`config.mk`:
```
export PLATFORM = sky130hd
export DESIGN_NAME = uart_multi_ch_cmd_parser
export DESIGN_NICKNAME = d
export VERILOG_FILES = /design/src/rtl/uart_cmd_pkg.sv /design/src/rtl/cmd_timeout_cnt.sv /design/src/rtl/uart_multi_ch_cmd_parser.sv
export SDC_FILE = /design/constraint.sdc
export NUM_CORES = 1
export LEC_CHECK = 0
export ABC_AREA = 0
export CAP_MARGIN = 20
export CELL_PAD_IN_SITES_DETAIL_PLACEMENT = 2
export CELL_PAD_IN_SITES_GLOBAL_PLACEMENT = 2
export CORE_ASPECT_RATIO = 0.9
export CORE_MARGIN = 3
export CORE_UTILIZATION = 37
export CTS_CLUSTER_DIAMETER = 200
export DETAILED_ROUTE_END_ITERATION = 12
export PLACE_DENSITY = 0.82
export SYNTH_ARGS = -nofsm -noshare
export SYNTH_HDL_FRONTEND = slang
export SYNTH_HIERARCHICAL = 1
export SYNTH_SLANG_ARGS = --single-unit
```
`constraint.sdc`:
```
create_clock -name clk_i -period 4.1 [get_ports clk_i]
set_input_delay 0.41 -clock clk_i [delete_from_list [all_inputs] [get_ports clk_i]]
set_output_delay 0.41 -clock clk_i [all_outputs]
set_load 0.01 [all_outputs]
```
`src/rtl/uart_cmd_pkg.sv`:
```
// Shared types and constants for the UART multi-channel command parser.
package uart_cmd_pkg;

  typedef enum logic [2:0] {
    IDLE    = 3'd0,
    CH      = 3'd1,
    CMD     = 3'd2,
    PAYLOAD = 3'd3,
    CSUM    = 3'd4,
    RESP    = 3'd5
  } state_t;

  localparam logic [1:0] CMD_PATTERN = 2'd0;
  localparam logic [1:0] CMD_FREQ    = 2'd1;
  localparam logic [1:0] CMD_START   = 2'd2;

  localparam logic [7:0] DEF_SYNC_BYTE = 8'hA5;
  localparam logic [7:0] DEF_ACK_BYTE  = 8'h06;
  localparam logic [7:0] DEF_NAK_BYTE  = 8'h15;

endpackage

```
`src/rtl/cmd_timeout_cnt.sv`:
```
// Inter-byte gap counter: clears on demand, counts while enabled and
// flags expiry when LIMIT-1 cycles have elapsed since the last clear.
module cmd_timeout_cnt #(
  parameter int LIMIT = 100000
) (
  input  logic clk_i,
  input  logic rst_ni,
  input  logic clr_i,
  input  logic en_i,
  output logic expire_o
);

  localparam int CNT_W = (LIMIT > 1) ? $clog2(LIMIT + 1) : 1;
  localparam logic [CNT_W-1:0] LAST = CNT_W'(LIMIT - 1);

  logic [CNT_W-1:0] r_cnt;

  // Holds at LAST rather than wrapping, so a stalled owner still sees expiry.
  always_ff @(posedge clk_i) begin
    if (!rst_ni || clr_i) begin
      r_cnt <= '0;
    end else if (en_i && (r_cnt != LAST)) begin
      r_cnt <= r_cnt + CNT_W'(1);
    end
  end

  assign expire_o = en_i && (r_cnt == LAST);

endmodule

```
`src/rtl/uart_multi_ch_cmd_parser.sv`:
```
// Framed UART command parser producing per-channel register writes and ACK/NAK.
// Optional event counters: define UART_MULTI_CH_CMD_PARSER_STATS_EN.
module uart_multi_ch_cmd_parser
  import uart_cmd_pkg::*;
#(
  parameter int         DATA_BIT       = 32,
  parameter int         OUTPUT_NUM     = 16,
  parameter logic [7:0] SYNC_BYTE      = DEF_SYNC_BYTE,
  parameter int         TIMEOUT_CYCLES = 100000,
  parameter logic [7:0] ACK_BYTE       = DEF_ACK_BYTE,
  parameter logic [7:0] NAK_BYTE       = DEF_NAK_BYTE,
  localparam int        CH_W           = (OUTPUT_NUM > 1) ? $clog2(OUTPUT_NUM) : 1
) (
  input  logic                clk_i,
  input  logic                rst_ni,
  input  logic [7:0]          rx_data_i,
  input  logic                rx_done_tick_i,
  input  logic                tx_busy_i,
  output logic                tx_start_o,
  output logic [7:0]          tx_data_o,
  output logic                wr_en_o,
  output logic [CH_W-1:0]     wr_ch_o,
  output logic [1:0]          wr_cmd_o,
  output logic [DATA_BIT-1:0] wr_data_o,
  output logic                timeout_tick_o
`ifdef UART_MULTI_CH_CMD_PARSER_STATS_EN
  ,
  output logic [15:0]         good_cnt_o,
  output logic [15:0]         nak_cnt_o,
  output logic [15:0]         timeout_cnt_o
`endif
);

  localparam int NB   = DATA_BIT / 8;
  localparam int BC_W = (NB > 1) ? $clog2(NB) : 1;

  state_t                r_state;
  state_t                w_state_next;
  logic [7:0]            r_ch;
  logic [7:0]            r_cmd;
  logic [7:0]            r_csum;
  logic [DATA_BIT-1:0]   r_payload;
  logic [BC_W-1:0]       r_byte_cnt;

  logic                  r_tx_start;
  logic [7:0]            r_tx_data;
  logic                  r_wr_en;
  logic [CH_W-1:0]       r_wr_ch;
  logic [1:0]            r_wr_cmd;
  logic [DATA_BIT-1:0]   r_wr_data;
  logic                  r_timeout;

  logic w_in_pkt;
  logic w_expire;
  logic w_last_byte;
  logic w_ch_ok;
  logic w_cmd_ok;
  logic w_csum_ok;
  logic w_pkt_good;
  logic w_wr_en_next;
  logic w_tx_start_next;
  logic w_timeout_next;

  assign w_in_pkt    = (r_state == CH) || (r_state == CMD) ||
                       (r_state == PAYLOAD) || (r_state == CSUM);
  assign w_last_byte = (r_byte_cnt == BC_W'(NB - 1));
  assign w_ch_ok     = ({1'b0, r_ch} < 9'(OUTPUT_NUM));
  assign w_cmd_ok    = (r_cmd <= {6'd0, CMD_START});
  assign w_csum_ok   = (r_csum == rx_data_i);
  assign w_pkt_good  = w_ch_ok && w_cmd_ok && w_csum_ok;

  cmd_timeout_cnt #(
    .LIMIT (TIMEOUT_CYCLES)
  ) u_timeout (
    .clk_i    (clk_i),
    .rst_ni   (rst_ni),
    .clr_i    (rx_done_tick_i || !w_in_pkt),
    .en_i     (w_in_pkt),
    .expire_o (w_expire)
  );

  always_ff @(posedge clk_i) begin
    if (!rst_ni) begin
      r_state <= IDLE;
    end else begin
      r_state <= w_state_next;
    end
  end

  always_comb begin
    w_state_next = r_state;
    unique case (r_state)
      IDLE:    if (rx_done_tick_i && (rx_data_i == SYNC_BYTE)) w_state_next = CH;
      CH:      if (rx_done_tick_i) w_state_next = CMD;
      CMD:     if (rx_done_tick_i) w_state_next = PAYLOAD;
      PAYLOAD: if (rx_done_tick_i && w_last_byte) w_state_next = CSUM;
      CSUM:    if (rx_done_tick_i) w_state_next = RESP;
      RESP:    if (!tx_busy_i) w_state_next = IDLE;
      default: w_state_next = IDLE;
    endcase
    // A byte landing in the expiry cycle takes priority over the abort.
    if (w_in_pkt && !rx_done_tick_i && w_expire) begin
      w_state_next = IDLE;
    end
  end

  always_comb begin
    w_wr_en_next    = 1'b0;
    w_tx_start_next = 1'b0;
    w_timeout_next  = 1'b0;
    if ((r_state == CSUM) && rx_done_tick_i) begin
      w_wr_en_next = w_pkt_good;
    end
    if ((r_state == RESP) && !tx_busy_i) begin
      w_tx_start_next = 1'b1;
    end
    if (w_in_pkt && !rx_done_tick_i && w_expire) begin
      w_timeout_next = 1'b1;
    end
  end

  always_ff @(posedge clk_i) begin
    if (!rst_ni) begin
      r_ch       <= '0;
      r_cmd      <= '0;
      r_csum     <= '0;
      r_payload  <= '0;
      r_byte_cnt <= '0;
      r_tx_start <= 1'b0;
      r_tx_data  <= '0;
      r_wr_en    <= 1'b0;
      r_wr_ch    <= '0;
      r_wr_cmd   <= '0;
      r_wr_data  <= '0;
      r_timeout  <= 1'b0;
    end else begin
      r_wr_en    <= w_wr_en_next;
      r_tx_start <= w_tx_start_next;
      r_timeout  <= w_timeout_next;
      if (rx_done_tick_i) begin
        unique case (r_state)
          CH: begin
            r_ch   <= rx_data_i;
            r_csum <= rx_data_i;
          end
          CMD: begin
            r_cmd      <= rx_data_i;
            r_csum     <= r_csum ^ rx_data_i;
            r_byte_cnt <= '0;
          end
          PAYLOAD: begin
            for (int i = 0; i < NB; i++) begin
              if (r_byte_cnt == BC_W'(i)) r_payload[i*8 +: 8] <= rx_data_i;
            end
            r_csum     <= r_csum ^ rx_data_i;
            r_byte_cnt <= r_byte_cnt + BC_W'(1);
          end
          CSUM: begin
            r_tx_data <= w_pkt_good ? ACK_BYTE : NAK_BYTE;
            if (w_pkt_good) begin
              r_wr_ch   <= r_ch[CH_W-1:0];
              r_wr_cmd  <= r_cmd[1:0];
              r_wr_data <= r_payload;
            end
          end
          default: ;
        endcase
      end
    end
  end

  assign tx_start_o     = r_tx_start;
  assign tx_data_o      = r_tx_data;
  assign wr_en_o        = r_wr_en;
  assign wr_ch_o        = r_wr_ch;
  assign wr_cmd_o       = r_wr_cmd;
  assign wr_data_o      = r_wr_data;
  assign timeout_tick_o = r_timeout;

`ifdef UART_MULTI_CH_CMD_PARSER_STATS_EN
  logic        w_nak_evt;
  logic [15:0] r_good_cnt;
  logic [15:0] r_nak_cnt;
  logic [15:0] r_timeout_cnt;

  assign w_nak_evt = (r_state == CSUM) && rx_done_tick_i && !w_pkt_good;

  // Saturating event counters.
  always_ff @(posedge clk_i) begin
    if (!rst_ni) begin
      r_good_cnt    <= '0;
      r_nak_cnt     <= '0;
      r_timeout_cnt <= '0;
    end else begin
      if (w_wr_en_next && (r_good_cnt != 16'hFFFF)) r_good_cnt <= r_good_cnt + 16'd1;
      if (w_nak_evt && (r_nak_cnt != 16'hFFFF)) r_nak_cnt <= r_nak_cnt + 16'd1;
      if (w_timeout_next && (r_timeout_cnt != 16'hFFFF)) r_timeout_cnt <= r_timeout_cnt + 16'd1;
    end
  end

  assign good_cnt_o    = r_good_cnt;
  assign nak_cnt_o     = r_nak_cnt;
  assign timeout_cnt_o = r_timeout_cnt;
`endif

endmodule

```
==> metrics.md <==
| Metric | Value |
|---|---|
| Hold Path Stages | 2 |
| Peak VDD IR | 0.293 mV |
| Slew Viols, Final | 0 |
| Final Util | 47.9% |
| Std-Cell Rows | 40 |
| Slowest cell on crit path | clkdlybuf4s50_1 |
| Flop pwr share | 43.2% |
| Clk_skew | 0.00888 ns |
| Unrepaired setup endpoints after global routing | false |
| Root Buffer | clkbuf_16 |
| Final setup viols | 0 |
| # resized after CTS | 0 |
| Fill count | 1,441 |
| P_leak | 0.00209 uW |
| Cell Pwr Density | 420 mW/mm^2 |
| Synthesized area per cell | 9.00 um^2 |
| Fin crit share | 62.9% |
| Sw Ratio | 21.0% |
| CTS buffer count | 17 |
| Vias in the first global route | 4,918 |
| Core Region | 0.0137 mm^2 |
| Crit Path Max Fanout | 31 |
| R2R cell count | 6 |
| Num ports | 61 |
| Primary FF master, synth | dfxtp_1 |
| Hold path start | r_payload[2] |
| Reg2reg setup slack | 1.55 ns |
| Setup Buffers After CTS | 0 |
| WP data required | 4.41 ns |
| CTS tree | done |
| Routed WL | 16.6 mm |
| Post-Syn Area | 0.00528 mm^2 |
| Final net count | 649 |
| DRC errors left | 0 |
| Total GRT Usage | 22.0% |
| Crit-path max cell delay | 0.66 ns |
| Bufs on Longest Clock Path | 2 |
| Hold buffer count at cts | 0 |
| Status | complete, no violations |
| Setup crit end kind | flip-flop |
| End of the worst register-to-register path | u_timeout/r_cnt[15] |
| Average wire per standard cell | 20.0 um |
| GR peak layer | met2 |
| CP Launch Type | primary input |
| NetSw | 578 uW |
| DP HPWL | 10.5 mm |
| CTS H-Tree Depth | 4 |
| Clock sink total | 122 |
| Hold path endpoint | r_payload[2] |
| Post-synth top area cell | dfxtp_1 |
| Most common cell in the netlist | dfxtp_1 |
| Antenna violations before repair | 0 |
| M1 GR Usage | 27.6% |
| Slew @ Worst Pin | 0.858 ns |
| Die height | 119 um |
| Final Hold Viols | 0 |
| #FFs+latches synth | 122 |
| Clk pwr share | 54.2% |
| PortBufs | 56 |
| CP cell instances | clkdlybuf4s50_1 > and4bb_1 > nand4_2 > nor3_4 > buf_12 > mux2i_1 > nor2b_1 |
| Worst setup path category | in -> reg |
| Via/cell ratio | 5.33 |
| Share of the synthesized area in the top cell type | 46.2% |
| Origin of the critical flop-to-flop path | r_state[2] |
| Post-layout min period | 2.58 ns |
| Post-Syn Instances | 587 |
| Combinational share of power | 2.7% |
| Largest net degree at the start of global routing | 105 |
| Total grt overflow | 0 |
| P_int | 2170 uW |
| DRT iter0 DRCs | 197 |
| Synth area leaders | dfxtp_1, mux2i_1, nand2_1 |
| Antenna diode count | 0 |
| DRT Pass-1 Iters | 4 |
| Vias | 4,437 |
| Top post-synthesis cells by count | dfxtp_1, nand2_1, a21boi_0 |
| Die Width | 132 um |
| Relative slew slack | 42.8% |
| Layout area overhead | 23.8% |
| Synth Warn # | 6 |
| Post-synth EDFFs | 0 |
| Worst skew pair latency | 0.42 ns |
| Max Cap Viol | 0 |
| First-pass GRT wire length | 27.2 mm |
| Met3 usage | 5.19% |
| Sequential share of the synthesized area | 46.2% |
| Hold Path Class | reg -> reg |
| Max Fclk | 0.388 GHz |
| Grt met2 use | 37.9% |
| Synth unique cells | 46 |
| GP Congestion | 0.739 |
| Async SR Flop Fraction | 0% |
| Starting Density | 38.7% |
| Setup tns final | 0 ns |
| Reg clk slew, reported paths | 0.06 ns |
| Routed Antenna Nets | 0 |
| WP data arrival | 2.89 ns |
| Die area | 0.0157 mm^2 |
| Share of post-route cells with drive strength above 1 | 7.76% |
## cell type report
type | count | area [um^2] | share of cell area (%)
Clock inverter | 7 | 90.1 | 1.38
Multi-Input combinational cell | 417 | 2590 | 39.7
Clock buffer | 24 | 492 | 7.52
Sequential cell | 122 | 2440 | 37.3
Inverter | 5 | 18.8 | 0.287
Timing Repair Buffer | 69 | 666 | 10.2
Tap cell | 189 | 236 | 3.62
## metal layers
| layer | vias up | wire length (um) |
|---|---|---|
| li1 | 2094 | - |
| met1 | 2265 | 7640 |
| met2 | 68 | 8370 |
| met3 | 10 | 507 |
| met4 | 0 | 129 |
| met5 | - | 0 |
## cells in the final DEF, fill, tap and decap left out, types with 2 or more instances in the layout
master             n
a21boi_0          46
o211ai_1          10
a21boi_1          11
nand2b_1           2
xnor2_1            8
nor2_1            24
clkbuf_8           4
clkinvlp_4         2
nor2b_1           44
and2_1             2
nand2_1           95
mux2i_1           39
or3_1              7
xor2_1             5
buf_4             12
clkbuf_16         17
dfxtp_1          122
nand4_1            7
clkdlybuf4s50_1   55
o21ai_0           18
ha_1               5
nor3_1             6
clkbuf_1           3
a21oi_1           13
inv_1              5
and4_1             2
nor4_1             3
and3_1             4
clkinv_2           3
nand3_1           41
conb_1             4
or4_1              2
o21a_1             3
bufinv_16          2
## registers in the layout, summed over array words and instances, names as in the netlist, 3 cells and up
signal,flops
r_state,3
tx_data_o,3
wr_ch_o,4
r_payload,32
r_ch,8
r_cmd,8
r_csum,8
u_timeout/r_cnt,17
wr_data_o,32
## cell families (layout without fill, tap and decap cells)
group	Yosys count	count (layout)	synth area share [%]
and+or+nand+nor	249	249	23.9
DFF	122	122	46.2
AOI/OAI and AO/OA	107	107	14.3
buffers and inverters	51	105	4.83
muxes	39	39	7.39
xor gates and xnor gates	13	13	2.16
adders and majority gates	5	5	1.18
other	1	4	0.0710
## critical path, delay by kind of cell
| kind | cells | cell delay [ns] |
|---|---|---|
| mux | 1 | 0.28 |
| simple gates | 4 | 1.18 |
| buf+inv | 2 | 0.99 |
## power by group through the flow
stage	logic [uW]	registers, uW	clock network, uW
3_5_place_dp	72.6	1210	0
6_report	73.3	1190	1490
5_1_grt	77.8	1190	1580
2_1_floorplan	45.2	1210	0
4_1_cts	73.0	1190	1520
3_3_place_gp	71.5	1210	0
## how the worst max path moves through the flow
| stage | cells past startpoint | startpoint | endpoint | slack, ns |
|---|---|---|---|---|
| 4_1_cts | 7 | rx_done_tick_i | wr_data_o[30] | 1.52 |
| 5_1_grt | 6 | r_state[2] | wr_data_o[30] | 1.35 |
| 3_3_place_gp | 7 | rx_done_tick_i | wr_data_o[23] | 1.25 |
| 2_1_floorplan | 8 | r_state[0] | u_timeout/r_cnt[15] | 2.07 |
| 6_report | 7 | rx_done_tick_i | wr_data_o[30] | 1.52 |
| 3_5_place_dp | 7 | rx_done_tick_i | wr_data_o[30] | 1.14 |
## through the flow
stage	std cells	setup slack, ns	hold WS, ns	instance area, um^2	total power [uW]
finish	833	1.52	0.463	6540	2750
global route	833	1.35	0.482	6540	2850
detailed placement	802	1.14	0.453	5960	1280
global placement	802	1.25	0.442	5960	1280
floorplan	590	2.07	0.435	5290	1260
CTS	833	1.52	0.462	6540	2780
Note: power is estimated with default switching activity, not from simulation.
